## config.mk

```make
export PLATFORM = sky130hd
export DESIGN_NAME = seg7_scan_ctrl
export DESIGN_NICKNAME = d
export VERILOG_FILES = /design/src/rtl/seg7_pkg.sv /design/src/rtl/seg_hex_decode.sv /design/src/rtl/seg7_scan_ctrl.sv
export SDC_FILE = /design/constraint.sdc
export NUM_CORES = 1
export LEC_CHECK = 0
export CORE_MARGIN = 5
export CORE_UTILIZATION = 56
export CTS_CLUSTER_DIAMETER = 200
export CTS_CLUSTER_SIZE = 20
export DETAILED_ROUTE_END_ITERATION = 10
export PLACE_DENSITY = 0.84
export SLEW_MARGIN = 30
export SYNTH_ARGS = -nofsm -noshare
export SYNTH_HDL_FRONTEND = slang
export SYNTH_SLANG_ARGS = --single-unit
```

## constraint.sdc

```tcl
create_clock -name clk_i -period 3.7 [get_ports clk_i]
set_input_delay 0.555 -clock clk_i [delete_from_list [all_inputs] [get_ports clk_i]]
set_output_delay 0.555 -clock clk_i [all_outputs]
set_load 0.03 [all_outputs]
```

## src/rtl/seg7_pkg.sv

```systemverilog
// Shared constants, types and width helper for the seven-segment scan controller.
package seg7_pkg;

    localparam logic [7:0] SEG_BLANK = 8'hFF;

    // Active-low g..a patterns, index F down to 0.
    localparam logic [15:0][6:0] HEX_SEG = {
        7'h0E, 7'h06, 7'h21, 7'h46, 7'h03, 7'h08, 7'h10, 7'h00,
        7'h78, 7'h02, 7'h12, 7'h19, 7'h30, 7'h24, 7'h79, 7'h40
    };

    typedef enum logic {
        StBlank,
        StDrive
    } scan_state_e;

    function automatic int unsigned cnt_width(input int unsigned n);
        return (n > 1) ? $clog2(n) : 1;
    endfunction

endpackage

```

## src/rtl/seg_hex_decode.sv

```systemverilog
// Combinational hex nibble to active-low seven-segment pattern lookup.
module seg_hex_decode
    import seg7_pkg::*;
(
    input  logic [3:0] nib_i,
    output logic [6:0] seg_n_o
);

    always_comb begin
        seg_n_o = HEX_SEG[nib_i];
    end

endmodule

```

## src/rtl/seg7_scan_ctrl.sv

```systemverilog
// Time-multiplexed common-anode seven-segment scan controller with double-buffered
// value, per-digit enable, leading-zero blanking and an inter-digit blanking guard.
module seg7_scan_ctrl
    import seg7_pkg::*;
#(
    parameter int unsigned NUM_DIGITS   = 4,
    parameter int unsigned REFRESH_DIV  = 50000,
    parameter int unsigned BLANK_CYCLES = 16
) (
    input  logic                    clk_i,
    input  logic                    rst_n,
    input  logic [4*NUM_DIGITS-1:0] value_i,
    input  logic [NUM_DIGITS-1:0]   dp_i,
    input  logic [NUM_DIGITS-1:0]   digit_en_i,
    input  logic                    lz_suppress_i,
    input  logic                    load_i,
    output logic [7:0]              seg_n_o,
    output logic [NUM_DIGITS-1:0]   an_n_o,
    output logic                    frame_done_o
);

    localparam int unsigned CntW = cnt_width(REFRESH_DIV);
    localparam int unsigned IdxW = cnt_width(NUM_DIGITS);

    localparam logic [CntW-1:0] CntLast  = CntW'(REFRESH_DIV - 1);
    localparam logic [CntW-1:0] BlankEnd = CntW'(BLANK_CYCLES);
    localparam logic [IdxW-1:0] IdxLast  = IdxW'(NUM_DIGITS - 1);

    logic [CntW-1:0]         cnt_q, cnt_d;
    logic [IdxW-1:0]         idx_q, idx_d;
    scan_state_e             state_q, state_d;
    logic [4*NUM_DIGITS-1:0] pend_val_q, pend_val_d;
    logic [NUM_DIGITS-1:0]   pend_dp_q, pend_dp_d;
    logic [4*NUM_DIGITS-1:0] act_val_q, act_val_d;
    logic [NUM_DIGITS-1:0]   act_dp_q, act_dp_d;
    logic [7:0]              seg_n_q, seg_n_d;
    logic [NUM_DIGITS-1:0]   an_n_q, an_n_d;
    logic                    frame_done_q, frame_done_d;

    logic       slot_wrap;
    logic       frame_wrap;
    logic [3:0] nib_sel;
    logic       dp_sel;
    logic       en_sel;
    logic       zero_lead;
    logic       lit;
    logic [6:0] seg_hex_n;

    // Slot counter and digit index
    always_comb begin
        slot_wrap  = (cnt_q == CntLast);
        frame_wrap = slot_wrap && (idx_q == IdxLast);
        cnt_d      = slot_wrap ? '0 : cnt_q + 1'b1;
        idx_d      = idx_q;
        if (frame_wrap) begin
            idx_d = '0;
        end else if (slot_wrap) begin
            idx_d = idx_q + 1'b1;
        end
    end

    always_comb begin
        state_d = state_q;
        unique case (state_q)
            StBlank: if (cnt_d == BlankEnd) state_d = StDrive;
            StDrive: if (slot_wrap)         state_d = StBlank;
            default:                        state_d = StBlank;
        endcase
    end

    // Commit takes the pending value as it stood before this edge, so a load on the
    // wrap edge lands one frame later.
    always_comb begin
        pend_val_d = load_i ? value_i : pend_val_q;
        pend_dp_d  = load_i ? dp_i    : pend_dp_q;
        act_val_d  = frame_wrap ? pend_val_q : act_val_q;
        act_dp_d   = frame_wrap ? pend_dp_q  : act_dp_q;
    end

    // Outputs are computed from next-state values so the registered pins line up with cnt.
    always_comb begin
        nib_sel   = 4'h0;
        dp_sel    = 1'b0;
        en_sel    = 1'b0;
        zero_lead = lz_suppress_i && (idx_d != '0);
        for (int j = 0; j < NUM_DIGITS; j++) begin
            if (IdxW'(j) == idx_d) begin
                nib_sel = act_val_d[4*j +: 4];
                dp_sel  = act_dp_d[j];
                en_sel  = digit_en_i[j];
            end
            if ((IdxW'(j) >= idx_d) && (act_val_d[4*j +: 4] != 4'h0)) begin
                zero_lead = 1'b0;
            end
        end
    end

    seg_hex_decode u_hex_decode (
        .nib_i   (nib_sel),
        .seg_n_o (seg_hex_n)
    );

    always_comb begin
        lit          = (state_d == StDrive) && en_sel && !zero_lead;
        seg_n_d      = SEG_BLANK;
        an_n_d       = '1;
        frame_done_d = frame_wrap;
        if (lit) begin
            seg_n_d = {~dp_sel, seg_hex_n};
            for (int j = 0; j < NUM_DIGITS; j++) begin
                an_n_d[j] = (IdxW'(j) != idx_d);
            end
        end
    end

    always_ff @(posedge clk_i or negedge rst_n) begin
        if (!rst_n) begin
            cnt_q        <= '0;
            idx_q        <= '0;
            state_q      <= StBlank;
            pend_val_q   <= '0;
            pend_dp_q    <= '0;
            act_val_q    <= '0;
            act_dp_q     <= '0;
            seg_n_q      <= SEG_BLANK;
            an_n_q       <= '1;
            frame_done_q <= 1'b0;
        end else begin
            cnt_q        <= cnt_d;
            idx_q        <= idx_d;
            state_q      <= state_d;
            pend_val_q   <= pend_val_d;
            pend_dp_q    <= pend_dp_d;
            act_val_q    <= act_val_d;
            act_dp_q     <= act_dp_d;
            seg_n_q      <= seg_n_d;
            an_n_q       <= an_n_d;
            frame_done_q <= frame_done_d;
        end
    end

    assign seg_n_o      = seg_n_q;
    assign an_n_o       = an_n_q;
    assign frame_done_o = frame_done_q;

endmodule
```

# After elaboration in Yosys (flattened, before gate mapping)
# Memories as Yosys holds them, arrays and structs flattened.
# Index checks and enable logic that the tools add are counted.
[totals]
reg_bits = 72
romBits = 112
inputBits = 28
out_inout_bits = 13
n_memories = 1
[classes]
addsub = 2
magnitude_cmp = 5
n_eq_ne = 9
muxes = 27
n_bitwise = 2
n_reduce_logical = 15
[memory_table]
columns = ["name", "depth", "width", "rd", "rd_ports_with_merged_regs", "write_ports", "line", "rtl"]
rows = [
  ["(no name shown)", 16, 7, 1, 0, 0, "seg_hex_decode.sv:10", "seg_n_o = HEX_SEG[nib_i];"],
]
[ops]
columns = ["operator", "count"]
rows = [
  ["$mux 16", 2],
  ["$mux 4", 6],
  ["$add 16x1->16 const B", 1],
  ["$eq 16x16->1 const B", 1],
  ["$eq 16x5->1 const B", 1],
  ["$reduce_bool 4->1", 4],
  ["$mux 1", 14],
  ["$logic_and 1x1->1", 8],
  ["$mux 8", 1],
  ["$mux 7", 1],
  ["$lt 4x5->1 const B", 1],
  ["$eq 2x2->1 const A", 2],
  ["$ge 1x2->1 const A", 2],
  ["$ge 2x2->1 const A", 2],
  ["$mux 2", 2],
  ["$ne 2x2->1 const A", 2],
  ["$add 2x1->2 const B", 1],
  ["$eq 1x2->1 const A", 1],
  ["$eq 2x2->1 const B", 1],
  ["$logic_not 2->1", 1],
  ["$ne 1x2->1 const A", 1],
  ["$not 1->1", 2],
  ["$pmux 1 s2", 1],
  ["$reduce_bool 2->1", 1],
  ["$logic_not 1->1", 1],
]

# Longest topological paths before layout
[logic_depth]
depth_word = 12
mapped_depth = 14

# By module
# A second synthesis with hierarchy kept.
[unflattened]
hier_cells = 322
area_unflattened_um2 = 3585.9
[modules_own_cells]
columns = ["module", "n_inst", "cells_each", "area_each_um2"]
rows = [
  ["seg7_scan_ctrl", 1, 290, 3310.7],
  ["seg_hex_decode", 1, 32, 275.3],
]

# Worst setup path before layout
# No wires, ideal clock.
[synth_path]
kind = "register to register"
from = "register cnt_q[10]"
to = "register seg_n_q[6] (netlist: seg_n_o[6])"
setup_ns = 0.086
arrival_time_ns = 3.336
required_ns = 3.614
path_slack_ns = 0.278
stages_incl_launch_ff = 14
n_path_buf = 2
period_less_slack_ns = 3.422
cell_sequence = "dfrtp_1 buf_6 or4_4 nor4_4 mux2i_1 buf_6 inv_2 mux2_2 mux2i_1 inv_1 ha_1 mux2_1 nand2_1 o211ai_2"
[synth_via]
elab_chain_cells = 12
word_cells_on_any_way = 47
cone_classes = "add/sub: 1; order compare: 4; eq/ne: 5; mux: 21; reduce/logical: 15; memory: 1"
[synth_rtl]
columns = ["element", "line", "rtl"]
rows = [
  ["start: declaration", "seg7_scan_ctrl.sv:29", "logic [CntW-1:0] cnt_q, cnt_d;"],
  ["start signal: assignment", "seg7_scan_ctrl.sv:129", "cnt_q <= cnt_d;"],
  ["$eq 16x16->1 (*)", "seg7_scan_ctrl.sv:51", "slot_wrap = (cnt_q == CntLast);"],
  ["$mux 2 or $logic_and 1x1->1 (tied branches)", "seg7_scan_ctrl.sv:57, seg7_scan_ctrl.sv:52", ""],
  ["$mux 2 (*)", "seg7_scan_ctrl.sv:55", "if (frame_wrap) begin"],
  ["named net idx_d[0]", "seg7_scan_ctrl.sv:30", "logic [IdxW-1:0] idx_q, idx_d;"],
  ["parallel branches: the longest is 8 deep, another holds $mem_v2 16x7", "n/a", ""],
  ["$mux 8 (*)", "seg7_scan_ctrl.sv:108", "if (lit) begin"],
  ["named net seg_n_d[6]", "seg7_scan_ctrl.sv:36", "logic [7:0] seg_n_q, seg_n_d;"],
  ["end signal: assignment", "seg7_scan_ctrl.sv:136", "seg_n_q <= seg_n_d;"],
  ["end: declaration", "seg7_scan_ctrl.sv:36", ""],
]
# Mark *: on every way through the listed nets, which the timed path passes. The select of a mux whose other input is x is not followed.
# A chain may end at the register's enable or synchronous reset.

# Worst setup path after layout
[layout_path]
from = "register cnt_q[12]"
to = "register seg_n_q[6] (netlist: seg_n_o[6])"
# The elaborated chain is that of the path after synthesis.

==> impl_results.md <==
* Fraction of registers with async set/reset at 100%
* Worst-path clk slew at 0.07 ns
* Main combinational cell family by area after synthesis: simple AND/OR/NAND/NOR gates
* Yosys warns at 0
* Net count after synthesis at 386
* Clock sinks at 72
* Data arrival, critical path at 3.74 ns
* Post-synth cell types at 63
* # IOs at 41
* Period minus WS final at 3.47 ns
* Post-Synth Simple-Gate Area at 20.2%
* Final wirelength at 7.64 mm
* Die height at 91.7 um
* Largest stage delay, worst path at 0.60 ns
* Final TNS setup at 0 ns
* Setup CP Type: reg2reg
* Core area at 6420 um2
* Sequential fraction of the synthesis area at 48.6%
* Wire length of the first global-routing pass at 12.9 mm
* Cts bufs inserted at 9
* Crit path max-delay cell type: or4_4
* Relative slew slack at 43.6%
* Required @ worst endpoint at 3.97 ns
* Port Buffers at 40
* HP Class: in2async
* Leak at 2.01 nW
* Nets@finish at 428
* VDD IR-drop max at 0.000256 V
* Initial DRC count at 164
* Hold-fix buffers, CTS at 0
* CP endpoint kind: flip-flop
* Router iterations before antenna repair at 4
* Final hold slack at 0.276 ns
* Most frequent cell after synthesis: nand2_1
* Adder-cell share of the synthesized area at 3.01%
* RSZ-0062 raised after global routing: false
* Residual DRC at 0
* CTS resizes at 0
* Leading area contributor after synthesis: dfrtp_1
* Post-Synthesis Cell Area at 3740 um2
* GRT Total Usage at 19.3%
* Max-slew violation count at 0
* Cell mode on critical path: o211ai_2
* CTS tree: yes
* Placed Instance Area at 4190 um2
* Pin count of the biggest net entering global routing at 73
* EDFF count, synth at 0
* CP Launch Type: flip-flop
* # setup viols final at 0
* Dpl hpwl at 5.48 mm
* WL/cell at 16.1 um
* Top FF cell, synth: dfrtp_1
* Fin crit share at 93.7%
* Syn_area_per_cell at 10.7 um2
* Die area at 8410 um2
* Clock Skew at 0.00742 ns
* Area delta synth->final at 19.0%
* Filler cell count at 497
* Post-synth top area share at 40.1%
* Syn Inst Count at 349
* Layout cells sized above 1 at 21.5%
* PnR worst setup slack at 0.233 ns
* Worst Tran Pin Value at 0.843 ns
* Max_cap viols at 0
* Chip Width at 91.7 um
* Post-synth top cells: nand2_1 (65), dfrtp_1 (60), mux2_2 (26)
* Depth of the CTS H-tree at 3
* Multiplexer area fraction after synthesis at 12.4%
* Count of final hold-check violations at 0
* Clock root buffer: clkbuf_8
* Antenna cells at 0
* Initial antenna violation count at 0
* CP max FO at 9
* Final ANT Viol Nets at 0
* Via density at 5.74
* Routability cong. at 0.863
* Clock Latency Late Sink at 0.36 ns
* Post-Synth XOR/XNOR Area at 3.51%
* Row cnt at 29
* Global route overflow at 0
* Routed vias at 2714
* Initial Util at 58.2%
* F_max at 288 MHz
* Vias in the first global route at 2727
* Critical-path cell list: or4_4 > nor4_4 > mux2i_1 > inv_2 > mux2_2 > o211ai_2 > inv_1 > ha_1 > mux2_1 > nand2_1 > o211ai_2
* Fin area at 4450 um2
* Status: finished clean
* Largest cells by area after synthesis: dfrtp_1 (40%), dfstp_2 (8.4%), mux2_2 (7.8%)
* Max clock buf depth at 2
* Compound-Gate Fraction of Synth Area at 8.00%
* Seq cells post-synth at 72
* Power Density at 384 nW/um2
* Setup WS pre-CTS at 0.265 ns
* Setup bufs post-CTS at 0
state kept, by name (all words and copies together) (netlist names):
signal,cells
seg_n_o,8
pend_val_q,16
idx_q,2
frame_done_o,1
cnt_q,16
act_dp_q,4
pend_dp_q,4
act_val_q,16
an_n_o,4
state_q,1
stage by stage:
step | util [%] | total power (W) | cells
global placement | 65.3 | 0.000942 | 457
detailed placement | 65.3 | 0.000946 | 457
floorplan | - | 0.000884 | 349
global route | 69.3 | 0.00177 | 473
finish | 69.3 | 0.00171 | 473
CTS | 69.2 | 0.00172 | 473
kinds of logic (layout without fill, tap and decap cells):
group / after synthesis / count (layout)
simple gates: 144 / 144
xor+xnor: 15 / 15
fa+ha+maj: 9 / 9
flops: 72 / 72
mux: 42 / 42
compound gates: 38 / 38
buf+inv: 29 / 76
worst max-delay path, delay by kind of cell (launching register included):
kind	cells	cell delay, ns
and+or+nand+nor	3	1.04
muxes	3	0.99
DFF	1	0.49
AOI/OAI and AO/OA	2	0.33
buffers and inverters	2	0.29
adders and majority gates	1	0.25
placed cells by master (no fill, tap or decap), types with 5 or more instances in the layout:
cell type | Yosys | routed
nand4_1 | 5 | 5
clkbuf_8 | 0 | 11
nand3_1 | 11 | 11
ha_1 | 9 | 9
dfrtp_1 | 60 | 60
dfstp_2 | 12 | 12
mux2_2 | 26 | 26
nand2_1 | 65 | 65
mux2i_1 | 13 | 13
buf_4 | 1 | 10
xnor2_1 | 9 | 9
xor2_1 | 6 | 6
o21ai_0 | 9 | 9
and3_1 | 6 | 6
inv_1 | 8 | 8
clkdlybuf4s50_1 | 0 | 39
nor2_1 | 16 | 16
nor4_1 | 8 | 7
final cells by class:
class,instances,area [um2],area share [%]
tap,77,96.3,2.17
clock inverter,5,103,2.31
sequential,72,1820,40.8
inverter,9,33.8,0.759
timing repair buffer,51,482,10.8
multi-input combinational,248,1770,39.7
clock buffer,11,151,3.40
per-layer routing:
layer / up-vias / global-route usage [%] / wire length (um)
met4: 0 / 8.91 / 167
met2: 63 / 30.7 / 3660
met1: 1322 / 25.0 / 3420
met5: - / 0 / 0
met3: 16 / 4.66 / 393
li1: 1313 / - / -
report_power, final:
group / total, W / switching [W] / internal, W / leakage (nW)
registers: 0.000832 / 0.0000161 / 0.000816 / 0.899
logic: 0.0000969 / 0.0000412 / 0.0000558 / 0.988
clock network: 0.000778 / 0.000295 / 0.000483 / 0.126
final timing paths:
| kind | start | to | slack (ns) | depth (start not counted) |
|---|---|---|---|---|
| min in group clk_i | act_dp_q[2]$_DFF_PN0_ | act_dp_q[2]$_DFF_PN0_ | 0.47 | 2 |
| setup / recovery | cnt_q[12]$_DFF_PN0_ | seg_n_o[6]$_DFF_PN1_ | 0.23 | 11 |
| setup reg to reg | cnt_q[12]$_DFF_PN0_ | seg_n_o[6]$_DFF_PN1_ | 0.23 | 11 |
| hold / removal | rst_n | cnt_q[11]$_DFF_PN0_ | 0.28 | 2 |
| hold reg to reg | act_dp_q[2]$_DFF_PN0_ | act_dp_q[2]$_DFF_PN0_ | 0.47 | 2 |
| max in group asynchronous | rst_n | cnt_q[8]$_DFF_PN0_ | 2.95 | 2 |
Power figures use the tool's default switching activity.
